--- config.mk ---
export PLATFORM = sky130hd
export DESIGN_NAME = sram_req_arbiter
export DESIGN_NICKNAME = d
export VERILOG_FILES = /design/src/rtl/sram_req_arbiter_pkg.sv /design/src/rtl/sram_req_arbiter_owner_fifo.sv /design/src/rtl/sram_req_arbiter.sv
export SDC_FILE = /design/constraint.sdc
export NUM_CORES = 1
export LEC_CHECK = 0
export BUFFER_PORTS_ARGS = -buffer_cell sky130_fd_sc_hd__buf_4
export CAP_MARGIN = 10
export CORE_AREA = 2 2 109 111
export DETAILED_ROUTE_END_ITERATION = 8
export DIE_AREA = 0 0 111 113
export PLACE_DENSITY_LB_ADDON = 0.05
export SLEW_MARGIN = 5
export SYNTH_ARGS = -nofsm -noshare
export SYNTH_HDL_FRONTEND = slang
export SYNTH_SLANG_ARGS = --single-unit
--- constraint.sdc ---
create_clock -name clk -period 3.4 [get_ports clk]
set_input_delay 1.02 -clock clk [delete_from_list [all_inputs] [get_ports clk]]
set_output_delay 1.02 -clock clk [all_outputs]
set_load 0.01 [all_outputs]
--- src/rtl/sram_req_arbiter_pkg.sv ---
// Shared constants and request bundle for the SRAM request arbiter.
// Owner encoding identifies which master issued an in-flight request.
package sram_req_arbiter_pkg;
  localparam int ADDR_W = 32;
  localparam int DATA_W = 32;
  localparam int STRB_W = 4;

  localparam logic OWNER_INST = 1'b0;
  localparam logic OWNER_DATA = 1'b1;

  typedef struct packed {
    logic              wr;
    logic [STRB_W-1:0] wstrb;
    logic [ADDR_W-1:0] addr;
    logic [DATA_W-1:0] wdata;
  } mreq_t;
endpackage

--- src/rtl/sram_req_arbiter_owner_fifo.sv ---
// In-order 1-bit owner FIFO tracking requests awaiting a response.
// Synchronous active-high reset clears pointers and occupancy.
module owner_fifo #(
  parameter int DEPTH = 4
) (
  input  logic clk,
  input  logic reset,
  input  logic push,
  input  logic din,
  input  logic pop,
  output logic full,
  output logic empty,
  output logic head
);
  localparam int PW = $clog2(DEPTH);

  logic [DEPTH-1:0] mem;
  logic [PW-1:0]    wptr;
  logic [PW-1:0]    rptr;
  logic [PW:0]      count;

  always_ff @(posedge clk) begin
    if (push) mem[wptr] <= din;
  end

  always_ff @(posedge clk) begin
    if (reset) begin
      wptr  <= '0;
      rptr  <= '0;
      count <= '0;
    end else begin
      if (push) wptr <= wptr + PW'(1);
      if (pop)  rptr <= rptr + PW'(1);
      unique case ({push, pop})
        2'b10:   count <= count + (PW+1)'(1);
        2'b01:   count <= count - (PW+1)'(1);
        default: count <= count;
      endcase
    end
  end

  assign full  = (count == (PW+1)'(DEPTH));
  assign empty = (count == '0);
  assign head  = mem[rptr];
endmodule

--- src/rtl/sram_req_arbiter.sv ---
// Merges inst and data request ports onto one shared SRAM-like port.
// Optional SRAM_ARB_ROUND_ROBIN_EN: alternate grants on ties.
module sram_req_arbiter
  import sram_req_arbiter_pkg::*;
#(
  parameter int OUTSTANDING_DEPTH = 4
) (
  input  logic        clk,
  input  logic        reset,
  input  logic        inst_req,
  input  logic [31:0] inst_addr,
  output logic        inst_addr_ok,
  output logic        inst_data_ok,
  output logic [31:0] inst_rdata,
  input  logic        data_req,
  input  logic        data_wr,
  input  logic [3:0]  data_wstrb,
  input  logic [31:0] data_addr,
  input  logic [31:0] data_wdata,
  output logic        data_addr_ok,
  output logic        data_data_ok,
  output logic [31:0] data_rdata,
  output logic        out_req,
  output logic        out_wr,
  output logic [3:0]  out_wstrb,
  output logic [31:0] out_addr,
  output logic [31:0] out_wdata,
  input  logic        out_addr_ok,
  input  logic        out_data_ok,
  input  logic [31:0] out_rdata
);
  logic  full;
  logic  empty;
  logic  head;
  logic  grant;
  logic  hs;
  logic  pop;
  logic  lock_valid;
  logic  lock_owner;
  mreq_t inst_f;
  mreq_t data_f;
  mreq_t sel;

`ifdef SRAM_ARB_ROUND_ROBIN_EN
  logic last_grant;
`endif

  always_comb begin
    grant = data_req ? OWNER_DATA : OWNER_INST;
`ifdef SRAM_ARB_ROUND_ROBIN_EN
    if (inst_req && data_req)
      grant = (last_grant == OWNER_INST) ? OWNER_DATA : OWNER_INST;
`endif
    if (lock_valid) grant = lock_owner;
  end

  always_comb begin
    inst_f = '{wr: 1'b0, wstrb: '0, addr: inst_addr, wdata: '0};
    data_f = '{wr: data_wr, wstrb: data_wstrb,
               addr: data_addr, wdata: data_wdata};
    sel    = (grant == OWNER_DATA) ? data_f : inst_f;
  end

  // Gating on full keeps out_data_ok off the path to out_req.
  assign out_req = !reset && !full &&
                   ((grant == OWNER_DATA) ? data_req : inst_req);
  assign out_wr    = sel.wr;
  assign out_wstrb = sel.wstrb;
  assign out_addr  = sel.addr;
  assign out_wdata = sel.wdata;

  assign hs           = out_req && out_addr_ok;
  assign inst_addr_ok = hs && (grant == OWNER_INST);
  assign data_addr_ok = hs && (grant == OWNER_DATA);

  assign pop          = out_data_ok && !empty && !reset;
  assign inst_data_ok = pop && (head == OWNER_INST);
  assign data_data_ok = pop && (head == OWNER_DATA);
  assign inst_rdata   = out_rdata;
  assign data_rdata   = out_rdata;

  always_ff @(posedge clk) begin
    if (reset) begin
      lock_valid <= 1'b0;
      lock_owner <= OWNER_INST;
    end else if (out_req && !out_addr_ok) begin
      lock_valid <= 1'b1;
      lock_owner <= grant;
    end else if (hs) begin
      lock_valid <= 1'b0;
    end
  end

`ifdef SRAM_ARB_ROUND_ROBIN_EN
  always_ff @(posedge clk) begin
    if (reset)   last_grant <= OWNER_INST;
    else if (hs) last_grant <= grant;
  end
`endif

  owner_fifo #(.DEPTH(OUTSTANDING_DEPTH)) u_fifo (
    .clk   (clk),
    .reset (reset),
    .push  (hs),
    .din   (grant),
    .pop   (pop),
    .full  (full),
    .empty (empty),
    .head  (head)
  );
endmodule

==> out/qor.yml, run 1 <==
cts_resized: 0
antenna_found_initial: 0
hold_viol: 0
cp_max_fo: 40
cp.arrival_ns: 2.01
die_w_um: 111
run_status: "complete, no violations"
netlist_instances: 285
grt_max_degree: 41
cp.required_ns: 2.38
track_usage_pct: 11.5
avgSynthCellArea_sq_um: 6.67
place_congestion: 0.769
ys_warn_count: 0
dp.cells: 538
final_cells: 542
die_area_sq_um: 12500
place_area_sq_um: 2960
post_cts_buffers: 0
wl_per_cell_um: 14.1
setup_viol: 0
holdWs_ns: 0.507
skew_ns: 0.000866
swShare_pct: 33.4
antenna_left: 0
fillers: 1287
drt_iter0_drc: 76
synthesis.nets: 430
vias: 2074
finalCriticalPeriod_ns: 3.03
peakVddDrop_uv: 170
fin_setup_tns_ns: 0
hpwl_um: 6430
pwr-share-clk_pct: 26.5
rows: 39
drv_cap: 0
hold_buffers: 0
start_kind: "input port"
combPwrFrac_pct: 52.4
nets: 545
synth_cell_type_count: 31
io-pin-count: 277
syn2layout_area_growth_pct: 59.6
power_frac_seq_pct: 21.1
drt-total-wl_um: 7620
n_antenna_cell: 0
slew_violations: 0
grt_pass1_wl_um: 11500
max_slew_margin_pct: 62.3
synth_seq_area_share_pct: 15.8
viasPerCell: 3.83
fin_area_sq_um: 3040
hold_path_class: "reg -> reg"
clk_pin_slew_worst_paths_ns: 0.05
p_total_mw: 0.864
rsz0062_at_grt: "false"
post-route-period-util_pct: 89.0
tightest_slew_ns: 0.564
core_area_sq_um: 11300
clk_latency_ns: 0.24
clk_path_buf_depth: 2
p_int_mw: 0.575
cts_root_buf: "clkbuf_16"
worst-setup-path-type: "in -> out"
die-height_um: 113
worstSetupEndpointType: "output port"
synth-seq-cells: 13
grt_pass1_vias: 2154
cts_tree: "built"
layout-drive-gt1-share_pct: 49.4
dr.pass1.iters: 4
drc: 0
fmax_mhz: 330
overflow: 0
start_util_pct: 16.9
cts_sinks: 13
switching_power_mw: 0.288
p_leak_nw: 1.62
port_buffers: 180
netlist_area_sq_um: 1900
p_per_area_nw_per_um2: 284
cts_buffers: 3
cts_htree_levels: 1
## final cells by class
class	instances	area [sq um]	share of cell area, %
timing repair buffer	186	1400	46.0
tap	143	179	5.89
multi-input combinational	185	1040	34.3
sequential	13	300	9.89
inverter	11	41.3	1.36
clock buffer	4	78.8	2.60
## routing by layer
metal | track usage, % | routed length, um | share of wire (%)
met5 | 0 | 0 | 0
met4 | 2.75 | 96 | 1.3
met3 | 3.70 | 667 | 8.8
met2 | 22.8 | 4310 | 57
met1 | 11.6 | 2550 | 33
## worst max-delay path, stage by stage
cell and delay (ns):
buf_4 0.12, mux2i_4 0.18, inv_2 0.06, buf_4 0.24, and2_1 0.22, buf_4 0.14
## sequential cells by signal, summed over array words and instances, names as in the netlist
signal        count
u_fifo.mem        4
u_fifo.wptr       2
lock_owner        1
lock_valid        1
u_fifo.rptr       2
u_fifo.count      3
## metrics by stage
stage,worst slack [ns],util [%]
2_1_floorplan,0.397,-
3_3_place_gp,0.354,26.2
3_5_place_dp,0.356,26.2
4_1_cts,0.352,26.9
5_1_grt,0.264,26.9
6_report,0.373,26.9
## worst paths after layout
path                                     start  cells after the start  slack (ns)                           end
setup / recovery                      data_req                      6        0.37                 out_wdata[20]
hold / removal     u_fifo.rptr[1]$_SDFFE_PP0P_                      2        0.51   u_fifo.rptr[1]$_SDFFE_PP0P_
setup reg to reg  u_fifo.count[2]$_SDFFE_PP0P_                      9        1.07  u_fifo.count[2]$_SDFFE_PP0P_
hold reg to reg    u_fifo.rptr[1]$_SDFFE_PP0P_                      2        0.51   u_fifo.rptr[1]$_SDFFE_PP0P_
## synth_stat cells
master	n	area share (%)
ha_1	5	3.3
buf_6	1	0.59
nor3_1	3	0.79
mux4_2	1	1.2
mux2_2	1	0.59
inv_2	1	0.20
or4_1	2	0.79
o31ai_1	1	0.39
nand2_1	96	19
dfxtp_1	9	9.5
xor2_1	2	0.92
or3_1	2	0.66
o41ai_1	1	0.46
inv_1	10	2.0
clkbuf_1	11	2.2
buf_4	64	25
a211oi_1	1	0.39
a211o_1	1	0.46
nor3b_2	1	0.66
fa_1	1	1.1
a21oi_1	5	1.3
o21ai_0	2	0.53
nand2b_1	4	1.3
mux2i_1	2	1.1
a2111oi_4	2	2.9
and3b_1	1	0.46
nor4_1	1	0.33
and2_1	42	14
nor2_1	7	1.4
edfxtp_1	4	6.3
or2_2	1	0.33
## cells by family (layout without fill, tap and decap cells)
logic type,Yosys count,in the layout,synth area share (%)
mux,4,4,2.83
simple gates,160,160,39.5
compound gates,13,13,6.45
xor+xnor,2,2,0.921
fa+ha+maj,6,6,4.34
flops,13,13,15.8
buf+inv,87,201,30.2
## layout by cell type (no fill, tap or decap), types with 3 or more instances in the layout
cell type  instances
nand2_1           96
a21oi_1            5
ha_1               5
clkbuf_16          3
and2_1            42
nor3_1             3
dfxtp_1            9
buf_4            186
nand2b_1           4
edfxtp_1           4
inv_1             10
nor2_1             7
## power by group through the flow
| stage | clock, mW | combinational [mW] | sequential, mW |
|---|---|---|---|
| after floorplan | 0 | 0.273 | 0.181 |
| after global routing | 0.243 | 0.501 | 0.184 |
| after global placement | 0 | 0.465 | 0.185 |
| final | 0.229 | 0.453 | 0.182 |
| after CTS | 0.235 | 0.464 | 0.182 |
| after detailed placement | 0 | 0.462 | 0.185 |
Note: power is estimated with default switching activity, not from simulation.
==> run 2, diff against run 1 <==
- SLEW_MARGIN: 5 -> default
- clock period: 3.4 -> 3.7 ns (I/O delays scaled with it)
==> run 2 against run 1 <==
Effect of this change: flip-flop and latch count unchanged; wire length decreased by 1.1%; utilization decreased by 0.13 points; power decreased by 8.7%; sequential share of layout area about the same; design area decreased by 0.49%; critical path type unchanged.
==> out/qor.yml, run 2 (same netlist as run 1, synthesis figures left out) <==
run_status: "complete, no violations"  # unchanged
die-height_um: 113  # unchanged
track_usage_pct: 11.1  # was 11.5%
final_common_cell: "buf_4"  # unchanged
antenna_left: 0  # unchanged
nets: 543  # was 545
grt_max_degree: 41  # unchanged
syn2layout_area_growth_pct: 58.8  # was 59.6%
clk_pin_slew_worst_paths_ns: 0.05  # about the same
grt_pass1_vias: 2061  # was 2154
hold_path_class: "reg -> reg"  # unchanged
viasPerCell: 3.74  # was 3.83
worstSetupEndpointType: "output port"  # unchanged
hold_viol: 0  # unchanged
place_area_sq_um: 2940  # was 2960 sq um
cp.arrival_ns: 2.16  # was 2.01 ns
cts_root_buf: "clkbuf_16"  # unchanged
hpwl_um: 6390  # was 6430 um
rsz0062_at_grt: "false"  # unchanged
cts_tree: "built"  # unchanged
drt-total-wl_um: 7530  # was 7620 um
layout_common_cells: "184 x buf_4, 96 x nand2_1, 42 x and2_1"  # was 186 x buf_4, 96 x nand2_1, 42 x and2_1
peakVddDrop_uv: 164  # was 170 uV
antenna_found_initial: 0  # unchanged
core_area_sq_um: 11300  # unchanged
holdWs_ns: 0.499  # was 0.507 ns
largest_reg_flops: 4  # unchanged
grt_pass1_wl_um: 11100  # was 11500 um
cts_htree_levels: 1  # unchanged
fin_area_sq_um: 3020  # was 3040 sq um
slowest_delay_ns: 0.32  # was 0.24 ns
start_kind: "input port"  # unchanged
slowest_stage: "or2_2"  # was buf_4
drc: 0  # unchanged
dr.pass1.iters: 4  # unchanged
drv_cap: 0  # unchanged
slew_violations: 0  # unchanged
fin_setup_tns_ns: 0  # unchanged
reg.largest.list: "u_fifo.mem: 4 flops, u_fifo.count: 3 flops"  # unchanged
post-route-period-util_pct: 88.3
p_per_area_nw_per_um2: 261  # was 284 nW/um^2
setup_viol: 0  # unchanged
regMostFlops: "u_fifo.mem"  # unchanged
die_area_sq_um: 12500  # unchanged
post_cts_buffers: 0  # unchanged
wl_per_cell_um: 14.0  # was 14.1 um
cts_buffers: 3  # unchanged
cts_sinks: 13  # unchanged
drt_iter0_drc: 48  # was 76
die_w_um: 111  # unchanged
cts_resized: 0  # unchanged
start_util_pct: 16.9  # unchanged
rows: 39  # unchanged
max_slew_margin_pct: 60.0  # was 62.3%
vias: 2021  # was 2074
p_leak_nw: 1.61  # was 1.62 nW
fillers: 1290  # was 1287
port_buffers: 180  # unchanged
overflow: 0  # unchanged
layout-drive-gt1-share_pct: 49.1  # was 49.4%
crit_chain: "buf_4 > and3b_1 > or2_2 > nor4_1 > buf_4"  # was buf_4 > mux2i_4 > inv_2 > buf_4 > and2_1 > buf_4
fmax_mhz: 306
cp.required_ns: 2.59  # was 2.38 ns
place_congestion: 0.739  # was 0.769
io-pin-count: 277  # unchanged
n_antenna_cell: 0  # unchanged
finalCriticalPeriod_ns: 3.27
clk_path_buf_depth: 2  # unchanged
cp_common_cell: "buf_4"  # unchanged
post-place-ws_ns: 0.389  # was 0.356 ns
r2r_slack_ns: 1.23  # was 1.07 ns
worst-setup-path-type: "in -> out"  # unchanged
skew_ns: 0.00104  # was 0.000866 ns
hold_buffers: 0  # unchanged
cp_max_fo: 6  # was 40
clk_latency_ns: 0.24  # about the same
tightest_slew_ns: 0.595  # was 0.564 ns
fin_ws_ns: 0.433  # was 0.373 ns
p_total_mw: 0.789  # was 0.864 mW
run 2: worst max-delay path, delay by kind of cell:
family	cells	cell delay, ns
AND/OR/NAND/NOR	3	0.77
buffers and inverters	2	0.28
run 2: final timing paths:
path	start	end	cells past startpoint
max reg2reg	lock_valid$_SDFFE_PP0P_	u_fifo.count[2]$_SDFFE_PP0P_	10
min reg2reg	u_fifo.rptr[1]$_SDFFE_PP0P_	u_fifo.rptr[1]$_SDFFE_PP0P_	2
min	u_fifo.rptr[1]$_SDFFE_PP0P_	u_fifo.rptr[1]$_SDFFE_PP0P_	2
max	data_req	inst_addr_ok	5
run 2: layer usage:
layer	part of all wire (%)	routed length (um)	GRT usage, %
met1	36	2680	11.5
met2	55	4150	21.8
met3	9.0	677	4.07
met4	0.35	26	1.08
met5	0	0	0
run 2: area by class of cell:
cell class                 instances  area (sq um)  area share (%)
timing repair buffer             184          1380            45.7
multi-input combinational        185          1040            34.4
sequential                        13           300            9.94
tap                              143           179            5.92
clock buffer                       4          78.8            2.61
inverter                          11          41.3            1.37
run 2: metrics by stage:
step / instances / utilization [%]
after floorplan: 285 / -
after global placement: 536 / 26.1
after detailed placement: 536 / 26.1
after CTS: 540 / 26.8
after global routing: 540 / 26.8
final: 540 / 26.8
run 2: power by group:
group          internal, mW  switching (mW)
Clock                 0.146          0.0621
Combinational         0.223           0.191
Sequential            0.157         0.00942
==> run 3, diff against run 2 <==
- CELL_PAD_IN_SITES_DETAIL_PLACEMENT: default -> 0
- CELL_PAD_IN_SITES_GLOBAL_PLACEMENT: default -> 1
- CORE_AREA: 2 2 109 111 -> 2 2 106 108
- DIE_AREA: 0 0 111 113 -> 0 0 108 110
- SYNTH_HIERARCHICAL: default -> 1
==> run 3 against run 2 <==
Effect of this change: cell count fell by 14%; sequential share of layout area down 0.094 points; first-iteration DRC count stayed put; design area increased by 0.95%; synthesized cell count down 27%; critical path type unchanged; largest power group unchanged; global-route usage decreased by 0.51 points.
==> out/qor.yml, run 3 <==
run_status: "complete, no violations"  # unchanged
synth_enable_flop_cells: 4  # unchanged
die-height_um: 110  # was 113 um
hold_buffers: 0  # unchanged
clk_pin_slew_worst_paths_ns: 0.05  # about the same
synth_seq_area_share_pct: 15.3  # was 15.8%
drv_cap: 0  # unchanged
clk_latency_ns: 0.24  # about the same
vias: 1818  # was 2021
regMostFlops: "u_fifo/mem"  # was u_fifo.mem
fin_area_sq_um: 3050  # was 3020 sq um
syn2layout_area_growth_pct: 55.2  # was 58.8%
hold_path_class: "reg -> reg"  # unchanged
cts_sinks: 13  # unchanged
start_util_pct: 18.4  # was 16.9%
drt-total-wl_um: 7340  # was 7530 um
io-pin-count: 277  # unchanged
netlist_instances: 207  # was 285
netlist_area_sq_um: 1960  # was 1900 sq um
cts_resized: 0  # unchanged
rows: 38  # was 39
cts_tree: "built"  # unchanged
cts_buffers: 3  # unchanged
post-route-period-util_pct: 90.7  # was 88.3%
antenna_found_initial: 0  # unchanged
cts_root_buf: "clkbuf_8"  # was clkbuf_16
ys.flop_type: "dfxtp_1"  # unchanged
tightest_slew_ns: 0.429  # was 0.595 ns
yosysMostFrequentCell: "buf_4"  # was nand2_1
dr.pass1.iters: 6  # was 4
swShare_pct: 30.9  # was 33.3%
async_flop_share_pct: 0  # unchanged
dp.cells: 461  # was 536
synth_top_family_by_area: "buffers and inverters"  # was simple AND/OR/NAND/NOR gates
fin_setup_tns_ns: 0  # unchanged
slew_violations: 0  # unchanged
drc: 0  # unchanged
finalCriticalPeriod_ns: 3.36  # was 3.27 ns
power_frac_seq_pct: 23.6  # was 21.2%
synth_cell_type_count: 31  # unchanged
cp.arrival_ns: 2.25  # was 2.16 ns
post_cts_buffers: 0  # unchanged
p_total_mw: 0.694  # was 0.789 mW
pwr-share-clk_pct: 18.2  # was 26.3%
largest_reg_flops: 4  # unchanged
fin_util_pct: 28.5  # was 26.8%
reg.largest.list: "u_fifo/mem: 4 flops, u_fifo/count: 3 flops"  # was u_fifo.mem: 4 flops, u_fifo.count: 3 flops
die_area_sq_um: 11900  # was 12500 sq um
synthMuxAreaShare_pct: 27.6  # was 2.83%
final_cells: 465  # was 540
worst-setup-path-type: "in -> out"  # unchanged
die_w_um: 108  # was 111 um
yosys.area_share.adder_pct: 4.20  # was 4.34%
hpwl_um: 6360  # was 6390 um
start_kind: "input port"  # unchanged
fmax_mhz: 298  # was 306 MHz
avgSynthCellArea_sq_um: 9.49  # was 6.67 sq um
synth-simple-area-share_pct: 18.3  # was 39.5%
rsz0062_at_grt: "false"  # unchanged
setup_viol: 0  # unchanged
synth_xor_area_share_pct: 2.23  # was 0.921%
peakVddDrop_uv: 66.7  # was 164 uV
skew_ns: 0.00236  # was 0.00104 ns
place_congestion: 0.740  # was 0.739
worstSetupEndpointType: "output port"  # unchanged
clk_path_buf_depth: 2  # unchanged
p_int_mw: 0.480  # was 0.526 mW
nets: 471  # was 543
viasPerCell: 3.91  # was 3.74
ys_warn_count: 6  # was 0
p_per_area_nw_per_um2: 228  # was 261 nW/um^2
switching_power_mw: 0.214  # was 0.263 mW
layout_common_cells: "184 x buf_4, 38 x nor2b_1, 31 x mux2_4"  # was 184 x buf_4, 96 x nand2_1, 42 x and2_1
synthesis.nets: 352  # was 430
antenna_left: 0  # unchanged
grt_pass1_vias: 1746  # was 2061
synth-seq-cells: 13  # unchanged
cts_htree_levels: 1  # unchanged
synthTopCellsByCount: "64 x buf_4, 38 x nor2b_1, 31 x mux2_4, 9 x dfxtp_1, 8 x inv_1"  # was 96 x nand2_1, 64 x buf_4, 42 x and2_1, 11 x clkbuf_1, 10 x inv_1
n_antenna_cell: 0  # unchanged
grt_pass1_wl_um: 9540  # was 11100 um
port_buffers: 180  # unchanged
final_common_cell: "buf_4"  # unchanged
synth_top_area_share_pct: 24.5  # was 25.3%
drt_iter0_drc: 48  # unchanged
synth_compound_area_share_pct: 3.57  # was 6.45%
layout-drive-gt1-share_pct: 68.9  # was 49.1%
core_area_sq_um: 10700  # was 11300 sq um
combPwrFrac_pct: 58.2  # was 52.5%
synth_top_area_cell: "buf_4"  # unchanged
wl_per_cell_um: 15.8  # was 14.0 um
place_area_sq_um: 3000  # was 2940 sq um
ys_top_cells_by_area: "buf_4 24%, mux2_4 24%, nor2b_1 12%, dfxtp_1 9.2%, edfxtp_1 6.1%"  # was buf_4 25%, nand2_1 19%, and2_1 14%, dfxtp_1 9.5%, edfxtp_1 6.3%
p_leak_nw: 1.54  # was 1.61 nW
cp.required_ns: 2.59  # about the same
max_slew_margin_pct: 71.4  # was 60.0%
grt_max_degree: 55  # was 41
track_usage_pct: 10.5  # was 11.1%
hold_viol: 0  # unchanged
overflow: 0  # unchanged
cp_max_fo: 54  # was 6
==> run 3: cell families after synthesis <==
kind of cell / Yosys count
buf+inv: 79
simple gates: 60
mux: 36
flops: 13
compound gates: 8
fa+ha+maj: 6
xor+xnor: 5
==> run 3: final timing paths <==
path | start | endpoint | slack (ns) | depth (start not counted)
setup / recovery | data_req | out_addr[31] | 0.34 | 5
hold reg to reg | u_fifo/count[2]$_SDFFE_PP0P_ | u_fifo/count[2]$_SDFFE_PP0P_ | 0.51 | 2
setup reg to reg | u_fifo/count[0]$_SDFFE_PP0P_ | u_fifo/count[2]$_SDFFE_PP0P_ | 1.18 | 11
hold / removal | u_fifo/count[2]$_SDFFE_PP0P_ | u_fifo/count[2]$_SDFFE_PP0P_ | 0.51 | 2
==> run 3: layer usage <==
| layer | GRT usage, % | vias up | wire (um) | part of all wire, % |
|---|---|---|---|---|
| met5 | 0 | - | 0 | 0 |
| met1 | 9.45 | 797 | 2290 | 31 |
| met3 | 3.64 | 31 | 876 | 12 |
| met4 | 3.66 | 0 | 172 | 2.3 |
| li1 | - | 842 | - | - |
| met2 | 21.7 | 148 | 4000 | 55 |
==> run 3: critical path, cell delays in order <==
cell     delay [ns]
buf_4          0.13
mux2i_4        0.19
buf_12         0.30
mux2_4         0.33
buf_4          0.14
==> run 3: power by group through the flow <==
stage                     logic (mW)  clock network, mW  registers, mW
after floorplan                0.265                  0          0.165
after global placement         0.415                  0          0.167
after detailed placement       0.411                  0          0.167
after CTS                      0.412              0.135          0.164
after global routing           0.436              0.142          0.165
final                          0.404              0.126          0.164
==> run 3: layout make-up <==
class	instances	area (sq um)
multi-input combinational	115	1100
tap	140	175
fill	1125	7650
inverter	8	30.0
timing repair buffer	185	1400
clock buffer	4	45.0
sequential	13	300
==> run 3: through the flow <==
stage	setup slack (ns)	hold WS (ns)
after floorplan	0.600	0.461
after global placement	0.344	0.498
after detailed placement	0.333	0.507
after CTS	0.332	0.515
after global routing	0.283	0.567
final	0.343	0.512
